<file path="config.mk">
export PLATFORM = sky130hd
export DESIGN_NAME = mem_access_ctrl
export DESIGN_NICKNAME = d
export VERILOG_FILES = /design/src/rtl/mem_access_ctrl.sv
export SDC_FILE = /design/constraint.sdc
export NUM_CORES = 1
export LEC_CHECK = 0
export BUFFER_PORTS_ARGS = -buffer_cell sky130_fd_sc_hd__buf_2
export CAP_MARGIN = 20
export CORE_MARGIN = 8
export CORE_UTILIZATION = 52
export CTS_CLUSTER_DIAMETER = 40
export CTS_CLUSTER_SIZE = 12
export DETAILED_ROUTE_END_ITERATION = 8
export PLACE_DENSITY = 0.81
export SETUP_SLACK_MARGIN = 0.05
export SKIP_CTS_REPAIR_TIMING = 1
export SYNTH_ARGS = -nofsm -noshare
export SYNTH_HDL_FRONTEND = slang
export SYNTH_SLANG_ARGS = --single-unit
export TNS_END_PERCENT = 1
</file>
<file path="constraint.sdc">
create_clock -name clk -period 4.69 [get_ports clk]
set_clock_uncertainty 0.15 [all_clocks]
set_input_delay 1.407 -clock clk [delete_from_list [all_inputs] [get_ports clk]]
set_output_delay 1.407 -clock clk [all_outputs]
set_load 0.005 [all_outputs]
</file>
<file path="src/rtl/mem_access_ctrl.sv">
// M-stage data access controller: store lane alignment, bus request/response handshake, raw load capture.
// Optional misaligned-address exception path enabled by defining MEM_MISALIGN_EXC_EN.
module mem_access_ctrl #(
  parameter int ADDR_W = 32,
  parameter int DATA_W = 32
) (
  input  logic              clk,
  input  logic              reset,
  input  logic              m_valid,
  input  logic              m_write,
  input  logic [ADDR_W-1:0] m_addr,
  input  logic [DATA_W-1:0] m_wdata,
  input  logic [2:0]        m_msize,
  input  logic              m_unsigned,
  input  logic [1:0]        m_memtype,
  input  logic [DATA_W-1:0] m_original,
  input  logic              flush,
  output logic              dreq_valid,
  output logic [ADDR_W-1:0] dreq_addr,
  output logic [2:0]        dreq_size,
  output logic [3:0]        dreq_strobe,
  output logic [DATA_W-1:0] dreq_wdata,
  input  logic              dresp_addr_ok,
  input  logic              dresp_data_ok,
  input  logic [DATA_W-1:0] dresp_data,
  output logic [DATA_W-1:0] rd_raw,
  output logic [1:0]        rd_addr,
  output logic [2:0]        rd_msize,
  output logic              rd_unsigned,
  output logic [1:0]        rd_memtype,
  output logic [DATA_W-1:0] rd_original,
  output logic              done,
  output logic              stall
`ifdef MEM_MISALIGN_EXC_EN
  ,
  output logic              exc_adel,
  output logic              exc_ades,
  output logic [ADDR_W-1:0] badvaddr
`endif
);

  localparam logic [2:0] MSIZE1 = 3'd0;
  localparam logic [2:0] MSIZE2 = 3'd1;
  localparam logic [2:0] MSIZE4 = 3'd2;
  localparam logic [1:0] NO_MISALIGN = 2'd0;
  localparam logic [1:0] MEML = 2'd1;
  localparam logic [1:0] MEMR = 2'd2;

  typedef enum logic [2:0] {IDLE, REQ, WAIT, DISCARD, DONE} state_t;
  state_t state_reg;

  logic [1:0]        addr_lo_reg;
  logic [2:0]        msize_reg;
  logic              unsigned_reg;
  logic [1:0]        memtype_reg;
  logic [DATA_W-1:0] original_reg;

  logic [1:0]        a;
  logic [ADDR_W-1:0] addr_next;
  logic [2:0]        size_next;
  logic [3:0]        strobe_next;
  logic [DATA_W-1:0] wdata_next;

  assign a = m_addr[1:0];

  // Lane steering for the incoming instruction, registered into dreq_* when it is accepted.
  always_comb begin
    addr_next   = m_addr;
    size_next   = m_msize;
    strobe_next = 4'b0000;
    wdata_next  = m_wdata;
    if (m_memtype == MEML || m_memtype == MEMR) begin
      addr_next = {m_addr[ADDR_W-1:2], 2'b00};
      size_next = MSIZE4;
    end
    if (m_write) begin
      if (m_memtype == MEML) begin
        strobe_next = 4'b1111 >> (2'd3 - a);
        wdata_next  = m_wdata >> {(2'd3 - a), 3'b000};
      end else if (m_memtype == MEMR) begin
        strobe_next = 4'b1111 << a;
        wdata_next  = m_wdata << {a, 3'b000};
      end else if (m_msize == MSIZE1) begin
        strobe_next = 4'b0001 << a;
        wdata_next  = {4{m_wdata[7:0]}};
      end else if (m_msize == MSIZE2) begin
        strobe_next = 4'b0011 << a;
        wdata_next  = {2{m_wdata[15:0]}};
      end else begin
        strobe_next = 4'b1111;
      end
    end
  end

`ifdef MEM_MISALIGN_EXC_EN
  logic misaligned;
  assign misaligned = (m_memtype == NO_MISALIGN) &&
                      ((m_msize == MSIZE2 && a[0]) || (m_msize == MSIZE4 && a != 2'b00));
`endif

  // Discard keeps the pipeline held even if the killed instruction has already left m_valid.
  assign stall = (state_reg == DISCARD) ||
                 (m_valid && state_reg != DONE && !(state_reg == IDLE && flush));

  always_ff @(posedge clk) begin
    if (reset) begin
      state_reg    <= IDLE;
      dreq_valid   <= 1'b0;
      dreq_addr    <= '0;
      dreq_size    <= '0;
      dreq_strobe  <= '0;
      dreq_wdata   <= '0;
      done         <= 1'b0;
      rd_raw       <= '0;
      rd_addr      <= '0;
      rd_msize     <= '0;
      rd_unsigned  <= 1'b0;
      rd_memtype   <= '0;
      rd_original  <= '0;
      addr_lo_reg  <= '0;
      msize_reg    <= '0;
      unsigned_reg <= 1'b0;
      memtype_reg  <= '0;
      original_reg <= '0;
`ifdef MEM_MISALIGN_EXC_EN
      exc_adel     <= 1'b0;
      exc_ades     <= 1'b0;
      badvaddr     <= '0;
`endif
    end else begin
      done <= 1'b0;
`ifdef MEM_MISALIGN_EXC_EN
      exc_adel <= 1'b0;
      exc_ades <= 1'b0;
`endif
      case (state_reg)
        IDLE: begin
          if (m_valid && !flush) begin
            addr_lo_reg  <= a;
            msize_reg    <= m_msize;
            unsigned_reg <= m_unsigned;
            memtype_reg  <= m_memtype;
            original_reg <= m_original;
`ifdef MEM_MISALIGN_EXC_EN
            if (misaligned) begin
              state_reg <= DONE;
              done      <= 1'b1;
              exc_adel  <= !m_write;
              exc_ades  <= m_write;
              badvaddr  <= m_addr;
            end else
`endif
            begin
              state_reg   <= REQ;
              dreq_valid  <= 1'b1;
              dreq_addr   <= addr_next;
              dreq_size   <= size_next;
              dreq_strobe <= strobe_next;
              dreq_wdata  <= wdata_next;
            end
          end
        end
        REQ: begin
          if (dresp_addr_ok) begin
            dreq_valid <= 1'b0;
            if (flush) begin
              state_reg <= dresp_data_ok ? IDLE : DISCARD;
            end else if (dresp_data_ok) begin
              state_reg   <= DONE;
              done        <= 1'b1;
              rd_raw      <= dresp_data;
              rd_addr     <= addr_lo_reg;
              rd_msize    <= msize_reg;
              rd_unsigned <= unsigned_reg;
              rd_memtype  <= memtype_reg;
              rd_original <= original_reg;
            end else begin
              state_reg <= WAIT;
            end
          end else if (flush) begin
            dreq_valid <= 1'b0;
            state_reg  <= IDLE;
          end
        end
        WAIT: begin
          if (flush) begin
            state_reg <= dresp_data_ok ? IDLE : DISCARD;
          end else if (dresp_data_ok) begin
            state_reg   <= DONE;
            done        <= 1'b1;
            rd_raw      <= dresp_data;
            rd_addr     <= addr_lo_reg;
            rd_msize    <= msize_reg;
            rd_unsigned <= unsigned_reg;
            rd_memtype  <= memtype_reg;
            rd_original <= original_reg;
          end
        end
        DISCARD: begin
          if (dresp_data_ok) state_reg <= IDLE;
        end
        DONE: state_reg <= IDLE;
        default: state_reg <= IDLE;
      endcase
    end
  end

endmodule

</file>
Yosys cells after proc, flatten, opt, wreduce, memory -nomap -nowiden:

Index checks and enable logic that the tools add are counted.

* register bits after elaboration: 188
* bits in read-only memories: 0
* memories kept: 0
* output and inout bits: 146
* input port bits: 141
* bits in latches: 0
* bits in writable memories: 0

* add/sub/neg operators: 1
* $lt $le $gt $ge: 0
* shifts and indexed selects: 6
* eq/ne operators: 12
* reduce and logical (&&, ||, !) cells: 16
* $mul: 0
* mux-type cells: 54
* bitwise logic cells: 0
* div/mod/pow operators: 0

Operators with widths (number)
* 32-bit two-way mux: 11
* 32-bit one-hot mux with 2 select lines: 2
* 3-bit two-way mux: 12
* 32-bit by 5-bit << shifter with 32-bit output: 1
* 32-bit by 5-bit right shift with 32-bit output: 1
* 4-bit two-way mux: 5
* 2-bit two-way mux: 8
* 3-bit one-hot mux with 4 select lines: 1
* 1-bit two-way mux: 9
* 3-bit inequality test, second input constant: 3
* 2-bit one-hot mux with 2 select lines: 2
* 3-bit by 1-bit == test with 1-bit output, second input constant: 2
* 3-bit by 2-bit == test with 1-bit output, second input constant: 2
* 3-bit logical NOT: 2
* 1-bit one-hot mux with 2 select lines: 3
* 3-bit one-hot mux with 2 select lines: 1
* 1-bit logical AND: 4
* 2-bit inequality test, second input constant: 2
* 2-bit AND reduction: 2
* 4-bit AND reduction: 1
* 2-bit nonzero test: 2
* 1-bit by 2-bit << shifter with 4-bit output, first input constant: 1
* 2-bit by 2-bit << shifter with 4-bit output, first input constant: 1
* 4-bit by 2-bit << shifter with 4-bit output, first input constant: 1
* 8 further kinds: 10

Longest topological paths before layout:

Gate-level depths: netlist of the first run.

* depth after elaboration: 6
* depth in mapped cells: 9
* depth with buffers taken out: 6

Worst setup path after synthesis of the first run:

OpenSTA, ideal clock, no wires.

* path kind: input to register
* start: input port m_addr[0]
* end: register dreq_strobe[2]
* cell stages on the path: 9
* library setup time: 0.116 ns
* arrival: 3.073 ns
* data required time: 4.424 ns
* slack: 1.351 ns
* path through: clkbuf_1 > buf_2 > inv_1 > clkbuf_1 > ha_1 > mux2_2 > o21a_1 > o21ai_0 > nand2_1

* longest elaborated chain between the ends: 6
* elaborated cells on any way between the ends: 10

Ends and longest elaborated chain
* start, declared: line 11 `input logic [ADDR_W-1:0] m_addr,`
* 2-bit by 2-bit << shifter with 4-bit output: line 87 `strobe_next = 4'b0011 << a;`
* 4-bit two-way mux: line 86 `end else if (m_msize == MSIZE2) begin`
* 4-bit two-way mux: line 83 `end else if (m_msize == MSIZE1) begin`
* 4-bit two-way mux: line 80 `end else if (m_memtype == MEMR) begin`
* 4-bit two-way mux (*): line 77 `if (m_memtype == MEML) begin`
* 4-bit two-way mux (*): line 76 `if (m_write) begin`
* end signal, assigned: line 158 `dreq_strobe <= strobe_next;`
* end, declared: line 21 `output logic [3:0] dreq_strobe,`

Mark *: on every way between the ends. The rest lies on a longest branch, timed or not.
A chain may end at the register's enable or synchronous reset.

Worst setup path in the final report of the first run:

* start: input port flush
* end: output port stall

* longest elaborated chain between the ends: 4

Ends and longest elaborated chain
* start, declared: line 17 `input logic flush,`
* 1-bit logical AND: line 103 `(m_valid && state_reg != DONE && !(state_reg == IDLE && flush));`
* 1-bit logical NOT: line 103
* 1-bit logical AND: line 103
* 1-bit logical OR: line 102 `assign stall = (state_reg == DISCARD) ||`
* end, declared: line 33 `output logic stall`

No other way between the ends.

==> flow_summary.json, run 1 <==
{
  "clock-sinks": 188,
  "coreArea_um2": 15660,
  "top_level_ports": 287,
  "yosys.area.top_type": "dfxtp_1",
  "yosysTopAreaCellShare_pct": 45.79,
  "h-tree-depth": 4,
  "fill_cells": 1378,
  "routabilityCongestion": 0.8961,
  "rows": 46,
  "ys_top_cells_by_area": "dfxtp_1 46%, nand2_1 14%, a21oi_1 9.6%, mux2i_1 5.8%, clkbuf_1 2.7%",
  "ir_drop_v": 0.0003125,
  "ant_nets": 0,
  "final_nets": 1414,
  "rr_startpoint": "state_reg[0]",
  "end_kind": "primary output",
  "grt_pass1_vias": 7833,
  "max_stage_delay_ps": 170,
  "clkPwrFrac_pct": 41.3,
  "area_delta_synth_final_pct": 25.56,
  "report.final.slew_viol_count": 0,
  "worst-r2r-setup-slack_ps": 2140,
  "crit_fanout": 7,
  "grt_overflow": 0,
  "cp.buffers_inverters": 2,
  "synth.most_common_cell": "nand2_1",
  "fmax_ghz": 0.2796,
  "setup_viol": 0,
  "cap_violations": 0,
  "via_per_inst": 5.625,
  "grt_max_degree": 91,
  "seqPwrFrac_pct": 46.8,
  "clk_latency_ps": 430,
  "die_h_um": 141.7,
  "stdcell_count": 1496,
  "ctsRootBufferMaster": "clkbuf_16",
  "dp_hpwl_mm": 18.58,
  "synth_common_cells": "305 x nand2_1, 188 x dfxtp_1, 158 x a21oi_1",
  "grtUsageTotal_pct": 24.80,
  "synth_cell_types": 53,
  "postSynth.asyncResetShare_pct": 0,
  "hold_path.startpoint": "dreq_strobe[2]",
  "path_cells": "buf_2 -> nor2_1 -> o21ai_0 -> o21ai_0 -> buf_2",
  "cts_tree": "yes",
  "rsz0062_at_grt": "no",
  "min_period_over_period_pct": 76.25,
  "path_clk_slew_ps": 70,
  "outcome": "completed",
  "netlist_instances": 1031,
  "synth_area_um2": 8219,
  "netSwitchingPower_uw": 950.9,
  "min_path_type": "reg2reg",
  "wl_mm": 26.46,
  "period_needed_ps": 3576,
  "ys_seq_area_share_pct": 45.79,
  "dr.pass1.iters": 5,
  "clock_path_buffers": 2,
  "syn-num-nets": 1179,
  "ys.flop_type": "dfxtp_1",
  "relSlewSlack_pct": 36.92,
  "powerDensity_nw_per_um2": 348.8,
  "critPathRequiredTime_ps": 3130,
  "critical_path_class": "in2out",
  "fin_util_pct": 65.92,
  "antenna_found_initial": 1,
  "cp_top_family": "buffers and inverters",
  "critPathLaunch": "flush",
  "synth.avg_cell_area_um2": 7.972,
  "dp.cells": 1463,
  "cts_made_buffers": 17,
  "finalSetupTns_ps": 0,
  "vias": 8415,
  "worst_slew_pin_slew_ps": 944.2,
  "leakagePower_nw": 4.438,
  "worst_path_max_delay_cell": "nor2_1",
  "wl_per_cell_um": 17.69,
  "synth_edf_count": 0,
  "power_mw": 3.599,
  "yosysWarnings": 0,
  "die_w_um": 141.7,
  "drc": 0,
  "combinationalPowerShare_pct": 11.9,
  "die-area_um2": 20080,
  "start_util_pct": 52.50,
  "intPower_mw": 2.649,
  "finalHoldViolCount": 0,
  "swShare_pct": 26.42,
  "grt_pass1_wl_mm": 40.25,
  "cp-start-kind": "primary input",
  "io_buffers": 286,
  "drive_gt1_share_pct": 27.68,
  "first_iter_violations": 601,
  "ys_ff_latch": 188,
  "worst_ep_arrival_time_ps": 2020
}
## layer usage
metal | routed length [µm] | track usage, %
met1 | 10710 | 29.36
met2 | 13070 | 41.98
met3 | 2035 | 6.015
met4 | 639 | 10.74
met5 | 0 | 0
## layout by cell type (no fill, tap or decap), drive strengths merged, types with 3 or more instances in the layout
cell type / n
nor2b: 5
o2bb2ai: 8
mux2: 9
and3: 8
clkinv: 3
buf: 302
a22oi: 8
dfxtp: 188
nor3: 13
inv: 14
nand3: 18
nor3b: 3
a211o: 6
o21ai: 49
a32oi: 12
nand2: 306
o32ai: 8
a221oi: 19
a311oi: 6
mux2i: 48
nor2: 29
clkbuf: 19
ha: 7
a21oi: 158
## power groups by stage
stage	clock network (mW)	registers, mW	logic [mW]
floorplan	0	1.72	0.238
global placement	0	1.72	0.414
detailed placement	0	1.72	0.423
CTS	1.51	1.68	0.425
global route	1.58	1.69	0.467
finish	1.49	1.68	0.428
## layout make-up
type | count | area [µm²] | area share [%]
clock inverters | 13 | 173.9 | 1.685
flip-flops and latches | 188 | 3764 | 36.47
inverters | 8 | 30.03 | 0.2910
multi-input cells | 749 | 4079 | 39.52
repair buffers | 302 | 1558 | 15.09
clock buffers | 19 | 442.9 | 4.292
diodes | 1 | 2.502 | 0.02425
well taps | 216 | 270.3 | 2.619
## kinds of logic after synthesis
group	after synthesis	share of synthesized area (%)
simple gates	394	19.97
compound gates	291	21.42
flops	188	45.79
buf+inv	94	4.674
mux	57	7.079
fa+ha+maj	7	1.066
## stage by stage
| step | area [µm²] | hold WS (ps) | setup WS (ps) |
|---|---|---|---|
| final | 10320 | 285.8 | 1114 |
| after global routing | 10320 | 308.0 | 1000 |
| after CTS | 10320 | 289.3 | 1103 |
| after detailed placement | 9701 | 277.8 | 1031 |
| after global placement | 9701 | 270.7 | 1118 |
| after floorplan | 8219 | 282.1 | 1351 |
## worst reg2reg max path, stage by stage (launching register included)
cell	delay, ps
dfxtp_1	620
inv_1	260
nand2_4	580
buf_4	490
nand2_1	90
a221oi_1	240
## path summary, 6_finish.rpt
check / depth (start not counted) / end
min reg2reg: 2 / dreq_strobe[2]
min: 2 / dreq_strobe[2]
max reg2reg: 5 / dreq_wdata[23]
max: 5 / stall
Power figures use the tool's default switching activity.
==> run 2, diff against run 1 <==
--- a/config.mk
+++ b/config.mk
@@ -8,11 +8,11 @@
 export BUFFER_PORTS_ARGS = -buffer_cell sky130_fd_sc_hd__buf_2
 export CAP_MARGIN = 20
 export CORE_MARGIN = 8
-export CORE_UTILIZATION = 52
+export CORE_UTILIZATION = 50
 export CTS_CLUSTER_DIAMETER = 40
 export CTS_CLUSTER_SIZE = 12
 export DETAILED_ROUTE_END_ITERATION = 8
-export PLACE_DENSITY = 0.81
+export PLACE_DENSITY = 0.78
 export SETUP_SLACK_MARGIN = 0.05
 export SKIP_CTS_REPAIR_TIMING = 1
 export SYNTH_ARGS = -nofsm -noshare
==> constraint.sdc (replaced) <==
create_clock -name clk -period 3.3 [get_ports clk]
set_clock_uncertainty 0.15 [all_clocks]
set_input_delay 0.99 -clock clk [delete_from_list [all_inputs] [get_ports clk]]
set_output_delay 0.99 -clock clk [all_outputs]
set_load 0.005 [all_outputs]
==> flow_summary.json, run 2 (synthesis results as in run 1) <==
{
  "outcome": "completed",
  "max_stage_delay_ps": 620,
  "critPathRequiredTime_ps": 2160,
  "end_kind": "primary output",
  "hold_end": "dreq_wdata[8]",
  "clk_latency_ps": 430,
  "io_buffers": 286,
  "hold_path.startpoint": "dreq_wdata[8]",
  "grtUsageTotal_pct": 24.42,
  "report.final.slew_viol_count": 0,
  "swShare_pct": 27.53,
  "relSlewSlack_pct": 47.10,
  "min_period_over_period_pct": 84.17,
  "wl_mm": 26.46,
  "worst_slew_pin_slew_ps": 793.6,
  "dp.cells": 1475,
  "combinationalPowerShare_pct": 12.6,
  "netSwitchingPower_mw": 1.375,
  "finalSetupTns_ps": 0,
  "final_nets": 1422,
  "fill_cells": 1465,
  "rsz0062_at_grt": "no",
  "via_per_inst": 5.538,
  "min_path_type": "reg2reg",
  "path_clk_slew_ps": 80,
  "seqPwrFrac_pct": 47.9,
  "r2r-end": "dreq_valid",
  "rr_startpoint": "state_reg[1]",
  "clkPwrFrac_pct": 39.5,
  "powerDensity_nw_per_um2": 479.4,
  "ctsRootBufferMaster": "clkbuf_16",
  "use_met2_pct": 40.45,
  "worst_path_max_delay_cell": "dfxtp_1",
  "fmax_ghz": 0.3600,
  "crit_fanout": 9,
  "ff2ff_path_depth": 5,
  "leakagePower_nw": 4.483,
  "intPower_mw": 3.620,
  "antenna_found_initial": 0,
  "die-area_um2": 20800,
  "clock-sinks": 188,
  "setup_viol": 0,
  "period_needed_ps": 2778,
  "finalHoldViolCount": 0,
  "routabilityCongestion": 0.9058,
  "drive_gt1_share_pct": 28.21,
  "whs_path_depth": 2,
  "h-tree-depth": 4,
  "stdcell_count": 1509,
  "grt_overflow": 0,
  "first_iter_violations": 691,
  "worst-r2r-setup-slack_ps": 1170,
  "cts_made_buffers": 17,
  "grt_busiest_layer": "met2",
  "worst_ep_arrival_time_ps": 1640,
  "grt_pass1_vias": 8060,
  "grt_pass1_wl_mm": 40.60,
  "top_level_ports": 287,
  "area_delta_synth_final_pct": 26.78,
  "drc": 0,
  "die_h_um": 144.2,
  "rows": 47,
  "ant_nets": 0,
  "start_util_pct": 50.28,
  "layout_common_cells": "304 x nand2_1, 285 x buf_2, 188 x dfxtp_1",
  "use_met3_pct": 6.141,
  "dr.pass1.iters": 5,
  "die_w_um": 144.2,
  "ir_drop_v": 0.0003614,
  "cp-start-kind": "flip-flop",
  "clock_path_buffers": 2,
  "final_common_cell": "nand2_1",
  "use_met1_pct": 29.37,
  "coreArea_um2": 16350,
  "critical_path_class": "reg2out",
  "path_cells": "inv_1 -> o21ai_0 -> buf_2",
  "vias": 8357,
  "cts_tree": "yes",
  "cap_violations": 0,
  "grt_max_degree": 168,
  "dp_hpwl_mm": 18.50,
  "wl_per_cell_um": 17.54
}
[run 2: layout make-up]
class	instances	area [µm²]	area share, %
flip-flops and latches	188	3764	36.12
clock buffers	18	439.2	4.215
repair buffers	310	1693	16.25
diodes	2	5.005	0.04803
clock inverters	14	135.1	1.297
inverters	8	30.03	0.2882
well taps	220	275.3	2.642
multi-input cells	749	4079	39.15
[run 2: worst max-delay path by stage]
stage,from,end,slack [ps]
after floorplan,m_addr[0],dreq_strobe[2],380
after global placement,m_memtype[1],dreq_wdata[19],300
after detailed placement,m_memtype[1],dreq_wdata[18],240
after CTS,state_reg[0],stall,510
after global routing,state_reg[0],stall,390
final,state_reg[0],stall,520
[run 2: power by group through the flow]
stage / logic, mW / registers, mW / clock network (mW)
6_report: 0.630 / 2.39 / 1.97
5_1_grt: 0.695 / 2.40 / 2.10
4_1_cts: 0.626 / 2.39 / 2.01
3_5_place_dp: 0.624 / 2.44 / 0
3_3_place_gp: 0.618 / 2.44 / 0
2_1_floorplan: 0.338 / 2.44 / 0
[run 2: critical path, delay by kind of cell, from the launching register on]
family	cells	cell delay [ps]
AOI/OAI and AO/OA	1	200
buffers and inverters	2	380
DFF	1	620
[run 2: routing by layer]
metal	part of all wire, %	vias up
met5	0	-
met4	2.6	0
met3	9.2	54
met2	48	369
met1	41	3863
li1	-	4071
[run 2: through the flow]
| step | hold WS, ps | power (mW) | util, % | setup slack, ps | cell area (µm²) |
|---|---|---|---|---|---|
| floorplan | 282.1 | 2.777 | - | 378.0 | 8219 |
| global placement | 278.1 | 3.059 | 60.19 | 301.6 | 9841 |
| detailed placement | 288.9 | 3.067 | 60.19 | 243.4 | 9841 |
| CTS | 298.6 | 5.025 | 63.71 | 506.4 | 10420 |
| global route | 316.9 | 5.200 | 63.71 | 393.6 | 10420 |
| finish | 298.5 | 4.996 | 63.74 | 522.3 | 10420 |
